File: src/rtl/dm_pkg.sv
// Shared data-memory definitions: load/store op encodings, load-unit state
// encoding and the memory depth used by the load path and the data memory.
package dm_pkg;

  localparam int DM_WORDS = 3072;
  localparam int DM_AW    = 12;

  typedef enum logic [2:0] {
    LD_LW  = 3'b000,
    LD_LB  = 3'b001,
    LD_LH  = 3'b010,
    LD_LBU = 3'b011,
    LD_LHU = 3'b100
  } ld_op_e;

  typedef enum logic [1:0] {
    ST_SB = 2'b00,
    ST_SH = 2'b01,
    ST_SW = 2'b10
  } st_op_e;

  typedef enum logic [1:0] {
    LU_IDLE = 2'b00,
    LU_READ = 2'b01,
    LU_CAPT = 2'b10,
    LU_RESP = 2'b11
  } lu_state_e;

  // Reserved op, misalignment for its width, or an address past the memory.
  function automatic logic ld_req_err(input logic [31:0] addr, input logic [2:0] op);
    logic bad;
    bad = 1'b0;
    case (op)
      LD_LW:          bad = (addr[1:0] != 2'b00);
      LD_LH, LD_LHU:  bad = addr[0];
      LD_LB, LD_LBU:  bad = 1'b0;
      default:        bad = 1'b1;
    endcase
    if (addr[31:14] != 18'd0) bad = 1'b1;
    if (addr[13:2] >= 12'(DM_WORDS)) bad = 1'b1;
    return bad;
  endfunction

endpackage

File: src/rtl/load_extend.sv
// Byte/half/word extraction and sign/zero extension of a memory word;
// purely combinational so the pipeline can share it.
module load_extend
  import dm_pkg::*;
(
  input  logic [31:0] word,
  input  logic [1:0]  addr_lo,
  input  logic [2:0]  op,
  output logic [31:0] result
);

  logic [7:0]  byte_sel;
  logic [15:0] half_sel;

  always_comb begin
    byte_sel = word[7:0];
    case (addr_lo)
      2'b00:   byte_sel = word[7:0];
      2'b01:   byte_sel = word[15:8];
      2'b10:   byte_sel = word[23:16];
      default: byte_sel = word[31:24];
    endcase
    half_sel = addr_lo[1] ? word[31:16] : word[15:0];
  end

  always_comb begin
    result = 32'd0;
    case (op)
      LD_LW:   result = word;
      LD_LB:   result = {{24{byte_sel[7]}}, byte_sel};
      LD_LBU:  result = {24'd0, byte_sel};
      LD_LH:   result = {{16{half_sel[15]}}, half_sel};
      LD_LHU:  result = {16'd0, half_sel};
      default: result = 32'd0;
    endcase
  end

endmodule

File: src/rtl/load_unit.sv
// Single-outstanding load unit: accepts a load request, reads one word from
// data memory, extracts/extends the result and holds it until consumed.
//
//   state | meaning
//   IDLE  | ready for a request
//   READ  | word-read strobe issued to data memory
//   CAPT  | memory word returned, extracted result registered
//   RESP  | response (data or error) held until rsp_ready
module load_unit
  import dm_pkg::*;
(
  input  logic        clk,
  input  logic        reset,
  input  logic        req_valid,
  output logic        req_ready,
  input  logic [31:0] req_addr,
  input  logic [2:0]  req_op,
  output logic        mem_rd_en,
  output logic [11:0] mem_addr,
  input  logic [31:0] mem_rdata,
  output logic        rsp_valid,
  input  logic        rsp_ready,
  output logic [31:0] rsp_data,
  output logic        rsp_err
);

  lu_state_e   state_q, state_d;
  logic [13:0] addr_q, addr_d;
  logic [2:0]  op_q, op_d;
  logic [31:0] rsp_data_q, rsp_data_d;
  logic        rsp_err_q, rsp_err_d;
  logic [31:0] ext_result;

  load_extend u_load_extend (
    .word    (mem_rdata),
    .addr_lo (addr_q[1:0]),
    .op      (op_q),
    .result  (ext_result)
  );

  always_comb begin
    state_d    = state_q;
    addr_d     = addr_q;
    op_d       = op_q;
    rsp_data_d = rsp_data_q;
    rsp_err_d  = rsp_err_q;
    req_ready  = 1'b0;
    mem_rd_en  = 1'b0;
    mem_addr   = 12'd0;
    rsp_valid  = 1'b0;
    rsp_data   = 32'd0;
    rsp_err    = 1'b0;

    case (state_q)
      LU_IDLE: begin
        req_ready = 1'b1;
        if (req_valid) begin
          addr_d = req_addr[13:0];
          op_d   = req_op;
          if (ld_req_err(req_addr, req_op)) begin
            rsp_data_d = 32'd0;
            rsp_err_d  = 1'b1;
            state_d    = LU_RESP;
          end else begin
            state_d = LU_READ;
          end
        end
      end
      LU_READ: begin
        mem_rd_en = 1'b1;
        mem_addr  = addr_q[13:2];
        state_d   = LU_CAPT;
      end
      LU_CAPT: begin
        // Memory word is valid this cycle; address held for the read path.
        mem_addr   = addr_q[13:2];
        rsp_data_d = ext_result;
        rsp_err_d  = 1'b0;
        state_d    = LU_RESP;
      end
      LU_RESP: begin
        rsp_valid = 1'b1;
        rsp_data  = rsp_data_q;
        rsp_err   = rsp_err_q;
        if (rsp_ready) begin
          rsp_data_d = 32'd0;
          rsp_err_d  = 1'b0;
          state_d    = LU_IDLE;
        end
      end
      default: state_d = LU_IDLE;
    endcase
  end

  always_ff @(posedge clk) begin
    if (reset) begin
      state_q    <= LU_IDLE;
      addr_q     <= 14'd0;
      op_q       <= 3'd0;
      rsp_data_q <= 32'd0;
      rsp_err_q  <= 1'b0;
    end else begin
      state_q    <= state_d;
      addr_q     <= addr_d;
      op_q       <= op_d;
      rsp_data_q <= rsp_data_d;
      rsp_err_q  <= rsp_err_d;
    end
  end

endmodule

File: config.mk
export PLATFORM = sky130hd
export DESIGN_NAME = load_unit
export DESIGN_NICKNAME = d
export VERILOG_FILES = /design/src/rtl/dm_pkg.sv /design/src/rtl/load_extend.sv /design/src/rtl/load_unit.sv
export SDC_FILE = /design/constraint.sdc
export NUM_CORES = 1
export LEC_CHECK = 0
export CAP_MARGIN = 40
export CORE_UTILIZATION = 48
export DETAILED_ROUTE_END_ITERATION = 7
export PLACE_DENSITY = 0.85
export SLEW_MARGIN = 20
export SYNTH_ARGS = -nofsm -noshare
export SYNTH_HDL_FRONTEND = slang
export SYNTH_SLANG_ARGS = --single-unit
File: constraint.sdc
create_clock -name clk -period 3.1 [get_ports clk]
set_input_delay 0.62 -clock clk [delete_from_list [all_inputs] [get_ports clk]]
set_output_delay 0.62 -clock clk [all_outputs]
set_load 0.005 [all_outputs]
==> flow_summary.json, run 1 <==
{
  "status": "complete, no violations",
  "synthAdderAreaFrac": 0.0157,
  "placed_cell_area_um2": 4360,
  "cts_root_buf": "clkbuf_8",
  "worst-path-buf-inv": 2,
  "endpoint_kind": "primary output",
  "setup-violations-final": 0,
  "critPathMaxFanout": 25,
  "r2r_slack_ns": 0.74,
  "antenna_found_initial": 0,
  "slew_headroom": 0.444,
  "grt_max_degree": 33,
  "critPathMaxStageDelay_ns": 0.49,
  "drt_wl_total_um": 9040,
  "layout_min_cycle_time_ns": 2.72,
  "nets": 558,
  "die_width_um": 83.5,
  "grt_pass1_vias": 3088,
  "synth-simple-area-share": 0.236,
  "htreeDepth": 2,
  "core_um2": 6390,
  "cts.path.max_buffers": 2,
  "cts-resized-gates": 0,
  "synth_nets": 457,
  "port_buffers": 118,
  "multi_input_area_um2": 1900,
  "final_area_um2": 4510,
  "final_max_slew_viol_count": 0,
  "path_clk_slew_ns": 0.09,
  "vias": 3352,
  "ys_types": 41,
  "ys.flop_type": "dfxtp_1",
  "async_flop_share": 0,
  "grt_use_total": 0.254,
  "io_pins": 119,
  "clock_sinks": 52,
  "whs_ns": 0.454,
  "ys_seq_elements": 52,
  "yosysTopAreaCellShare": 0.327,
  "crit_type": "flop to primary output",
  "p_leak_nw": 1.71,
  "grt_first_pass_wirelength_um": 14400,
  "worstHoldPathType": "flop to flop",
  "dp_hpwl_um": 6550,
  "hold_viol": 0,
  "reg2reg_depth": 7,
  "cp_data_required_time_ns": 2.48,
  "p_per_area_nw_per_um2": 551,
  "first_pass_iters": 5,
  "netlist_area_um2": 3190,
  "arrival_ns": 2.10,
  "route.detailed.drc": 0,
  "synth_edf_count": 0,
  "hold_depth": 2,
  "tns_ns": 0,
  "fillers": 487,
  "synth.avg_cell_area_um2": 8.34,
  "ys_warn_count": 0,
  "syn_inst": 382,
  "wl_per_cell_um": 16.1,
  "start_util": 0.499,
  "r2r_start": "state_q[0]$_SDFFE_PP0P_",
  "die_height_um": 83.5,
  "crit_family": "buffers and inverters",
  "hold_start": "addr_q[2]$_SDFFE_PP0P_",
  "synthTopCellsByArea": "dfxtp_1 33%, and2_1 9.0%, nand2_1 6.2%",
  "regArea_um2": 1040,
  "r2r_end": "rsp_data_q[17]$_SDFFE_PP0P_",
  "worstMarginPinSlew_ns": 0.831,
  "ir_worst_vdd_v": 0.000467,
  "rows": 29,
  "drive_above_1_share": 0.0826,
  "yosysSeqAreaShare": 0.327,
  "worstHoldEndpoint": "addr_q[2]$_SDFFE_PP0P_",
  "max_freq_mhz": 367,
  "rsz0062_at_grt": "no",
  "synth_compound_area_frac": 0.286,
  "crit_path_cell_trace": "ha_1, buf_4, and2_1, clkdlybuf4s50_1",
  "die_area_um2": 6970,
  "syn2layout_area_growth_pct": 41.5,
  "drtAntennaViolNets": 0,
  "holdBufCountCts": 0,
  "gp_congestion": 0.890,
  "synthXorXnorAreaFrac": 0,
  "maxCapViolations": 0,
  "cts_setup_buffers": 0,
  "min_period_over_period": 0.879,
  "synth_mux_area_frac": 0.0589,
  "drtIter0Drc": 349,
  "n_antenna_cell": 0,
  "avgViaCountPerCell": 5.98,
  "synth_top_family_by_area": "compound AO/OA/AOI/OAI gates",
  "clock_latency_ns": 0.31,
  "cts_tree": "done",
  "cp_slowest_cell": "clkdlybuf4s50_1",
  "worstSetupStartpointType": "flop",
  "clock_skew_ns": 0.00520,
  "cts_made_buffers": 5,
  "overflow": 0,
  "synth_top_area_cell": "dfxtp_1"
}
## cells in the final DEF, fill, tap and decap left out, drive strengths merged, types with 3 or more instances in the layout
master and count:
o21ai 36, nor2b 16, nand2 53, a21oi 30, o2bb2ai 16, nor2 5, mux2i 3, and2 46
nor4 3, a221oi 17, a22o 16, dfxtp 52, a22oi 7, mux4 7, buf 9, inv 19
clkdlybuf4s50 118, ha 4, clkbuf 7
## where the power goes
part           internal (mW)  switching (mW)
clock network          0.264           0.229
logic                  0.511           0.568
registers              0.804           0.105
## through the flow
stage          power [mW]   util  instances  worst slack (ns)
2_1_floorplan        1.61      -        382             0.908
3_3_place_gp         1.94  0.683        551             0.440
3_5_place_dp         1.98  0.683        551             0.422
4_1_cts              2.47  0.702        559             0.355
5_1_grt              2.63  0.706        561             0.228
6_report             2.48  0.706        561             0.377
## cell type report
type	instances	share of cell area
inverters	19	0.0158
clock buffers	6	0.0183
flip-flops and latches	52	0.231
repair buffers	128	0.283
multi-input cells	277	0.422
well taps	77	0.0214
clock inverters	2	0.00861
## cell families after synthesis
| kind of cell | Yosys count |
|---|---|
| and+or+nand+nor | 137 |
| AOI/OAI and AO/OA | 126 |
| buffers and inverters | 53 |
| DFF | 52 |
| muxes | 10 |
| adders and majority gates | 4 |
## worst max path at each step
| stage | start | endpoint | slack, ns | depth (start not counted) |
|---|---|---|---|---|
| 3_3_place_gp | req_addr[16] | rsp_data_q[17]$_SDFFE_PP0P_ | 0.44 | 6 |
| 4_1_cts | state_q[1]$_SDFFE_PP0P_ | rsp_data[25] | 0.35 | 4 |
| 3_5_place_dp | req_addr[16] | rsp_data_q[17]$_SDFFE_PP0P_ | 0.42 | 6 |
| 2_1_floorplan | req_addr[16] | rsp_data_q[16]$_SDFFE_PP0P_ | 0.91 | 6 |
| 5_1_grt | state_q[1]$_SDFFE_PP0P_ | rsp_data[25] | 0.23 | 4 |
| 6_report | state_q[1]$_SDFFE_PP0P_ | rsp_data[25] | 0.38 | 4 |
## state kept, by name, summed over array words and instances, names as in the netlist
name        count
rsp_data_q     32
state_q         2
addr_q         14
rsp_err_q       1
op_q            3
## layer usage
metal / part of all wire / vias up / wire length, um / GRT usage
met5: 0 / - / 0 / 0
met4: 0.029 / 0 / 259 / 0.0817
met3: 0.099 / 34 / 891 / 0.0603
met2: 0.48 / 205 / 4340 / 0.428
met1: 0.39 / 1556 / 3540 / 0.320
li1: - / 1557 / - / -
## worst register-to-register path: stages, from the launching register on
cell,delay [ns]
dfxtp_1,0.38
inv_1,0.10
ha_1,0.29
nor3b_1,0.17
and4_1,0.23
o2111ai_4,0.12
nor4b_4,0.75
a22o_2,0.28
## synth_stat cells (all sizes together), types with 2 or more instances
master,n
o21ai,36
a221oi,17
ha,4
nand2,53
nor4,3
nor3b,2
mux2i,3
o2bb2ai,16
or2b,2
inv,19
mux4,7
nor2,5
nor2b,16
a22oi,7
a22o,16
and2,46
nor3,2
dfxtp,52
buf,12
clkbuf,21
nand3b,2
a21oi,30
Note: power is estimated with default switching activity, not from simulation.
==> run 2: changes to the inputs <==
- clock period: 3.1 -> 3.25 ns (I/O delays scaled with it)
==> flow_summary.json, run 2 (synthesis results as in run 1) <==
{
  "ir_worst_vdd_v": 0.000402,
  "rsz0062_at_grt": "no",
  "maxCapViolations": 0,
  "clock_latency_ns": 0.31,
  "die_height_um": 83.5,
  "largest_reg_flops": 32,
  "layout_min_cycle_time_ns": 2.64,
  "grt_pass1_vias": 3013,
  "worstHoldPathType": "flop to flop",
  "max_freq_mhz": 379,
  "hold_viol": 0,
  "avgViaCountPerCell": 5.75,
  "clock_sinks": 52,
  "final_max_slew_viol_count": 0,
  "die_width_um": 83.5,
  "drive_above_1_share": 0.0845,
  "cts_made_buffers": 5,
  "path_clk_slew_ns": 0.10,
  "die_area_um2": 6970,
  "n_antenna_cell": 0,
  "dp_hpwl_um": 6350,
  "grt_first_pass_wirelength_um": 14000,
  "rows": 29,
  "min_period_over_period": 0.812,
  "core_um2": 6390,
  "gp_congestion": 0.913,
  "cts_tree": "done",
  "cp_data_required_time_ns": 2.60,
  "grt_max_degree": 33,
  "arrival_ns": 1.99,
  "placed_cell_area_um2": 4370,
  "io_pins": 119,
  "final_area_um2": 4490,
  "vias": 3230,
  "overflow": 0,
  "worstSetupStartpointType": "flop",
  "holdBufCountCts": 0,
  "status": "complete, no violations",
  "p_per_area_nw_per_um2": 521,
  "regMostFlops": "rsp_data_q",
  "nets": 559,
  "cts_root_buf": "clkbuf_8",
  "port_buffers": 118,
  "crit_type": "flop to primary output",
  "final_common_cell": "clkdlybuf4s50_1",
  "setup-violations-final": 0,
  "cts_setup_buffers": 0,
  "p_leak_nw": 1.71,
  "tns_ns": 0,
  "r2r_start": "state_q[0]$_SDFFE_PP0P_",
  "most-common-layout-cells": "118 x clkdlybuf4s50_1, 53 x nand2_1, 52 x dfxtp_1, 46 x and2_1, 34 x o21ai_0",
  "startpoint": "state_q[1]$_SDFFE_PP0P_",
  "wl_per_cell_um": 15.6,
  "top_regs": "rsp_data_q: 32 flops, addr_q: 14 flops, op_q: 3 flops",
  "critPathMaxFanout": 13,
  "antenna_found_initial": 0,
  "slew_headroom": 0.446,
  "hold_start": "addr_q[9]$_SDFFE_PP0P_",
  "drtIter0Drc": 310,
  "start_util": 0.499,
  "worstMarginPinSlew_ns": 0.827,
  "drtAntennaViolNets": 0,
  "endpoint_kind": "primary output",
  "route.detailed.drc": 0,
  "grt_use_total": 0.245,
  "cts.path.max_buffers": 2,
  "fillers": 524,
  "first_pass_iters": 5,
  "clock_skew_ns": 0.0160,
  "syn2layout_area_growth_pct": 41.1,
  "cts-resized-gates": 0,
  "drt_wl_total_um": 8750,
  "htreeDepth": 2
}
==> run 2: cell types whose count changed in the layout (fill, tap and decap cells not counted) <==
cell / change
buf_12: -1
buf_4: +4
clkbuf_4: -1
buf_8: -1
==> run 2: area by class of cell <==
type / instances / area (um2) / area share
multi-input cells: 277 / 1900 / 0.423
flip-flops and latches: 52 / 1040 / 0.232
inverters: 19 / 71.3 / 0.0159
repair buffers: 129 / 1260 / 0.281
clock inverters: 2 / 38.8 / 0.00863
well taps: 77 / 96.3 / 0.0214
clock buffers: 6 / 82.6 / 0.0184
==> run 2: routing by layer <==
metal / vias up / GRT usage / part of all wire
met1: 1515 / 0.311 / 0.43
met3: 13 / 0.0584 / 0.082
met4: 0 / 0.0832 / 0.018
met5: - / 0 / 0
met2: 146 / 0.408 / 0.47
li1: 1556 / - / -
==> run 2: final timing paths <==
path / to / slack [ns] / depth (start not counted)
max: mem_addr[10] / 0.61 / 4
min reg2reg: addr_q[9]$_SDFFE_PP0P_ / 0.46 / 2
max reg2reg: rsp_data_q[17]$_SDFFE_PP0P_ / 0.89 / 7
min: addr_q[9]$_SDFFE_PP0P_ / 0.46 / 2
==> run 2: critical path: stages, from the launching register on <==
cell and delay, ns:
dfxtp_1 0.39, inv_1 0.08, ha_1 0.50, and2_1 0.18, clkdlybuf4s50_1 0.53
==> run 2: power by group <==
group | switching [mW] | leakage, nW | internal [mW]
clock | 0.219 | 0.0614 | 0.252
sequential | 0.0993 | 0.424 | 0.767
combinational | 0.531 | 1.22 | 0.473
total | 0.849 | 1.71 | 1.49
==> run 2: per-stage QoR <==
step / utilization / hold WS (ns) / total power, mW / cells / setup slack (ns)
floorplan: - / 0.424 / 1.54 / 382 / 1.03
global placement: 0.685 / 0.437 / 1.84 / 554 / 0.451
detailed placement: 0.685 / 0.442 / 1.87 / 554 / 0.415
CTS: 0.704 / 0.456 / 2.34 / 562 / 0.604
global route: 0.704 / 0.473 / 2.47 / 562 / 0.501
finish: 0.704 / 0.455 / 2.34 / 562 / 0.612
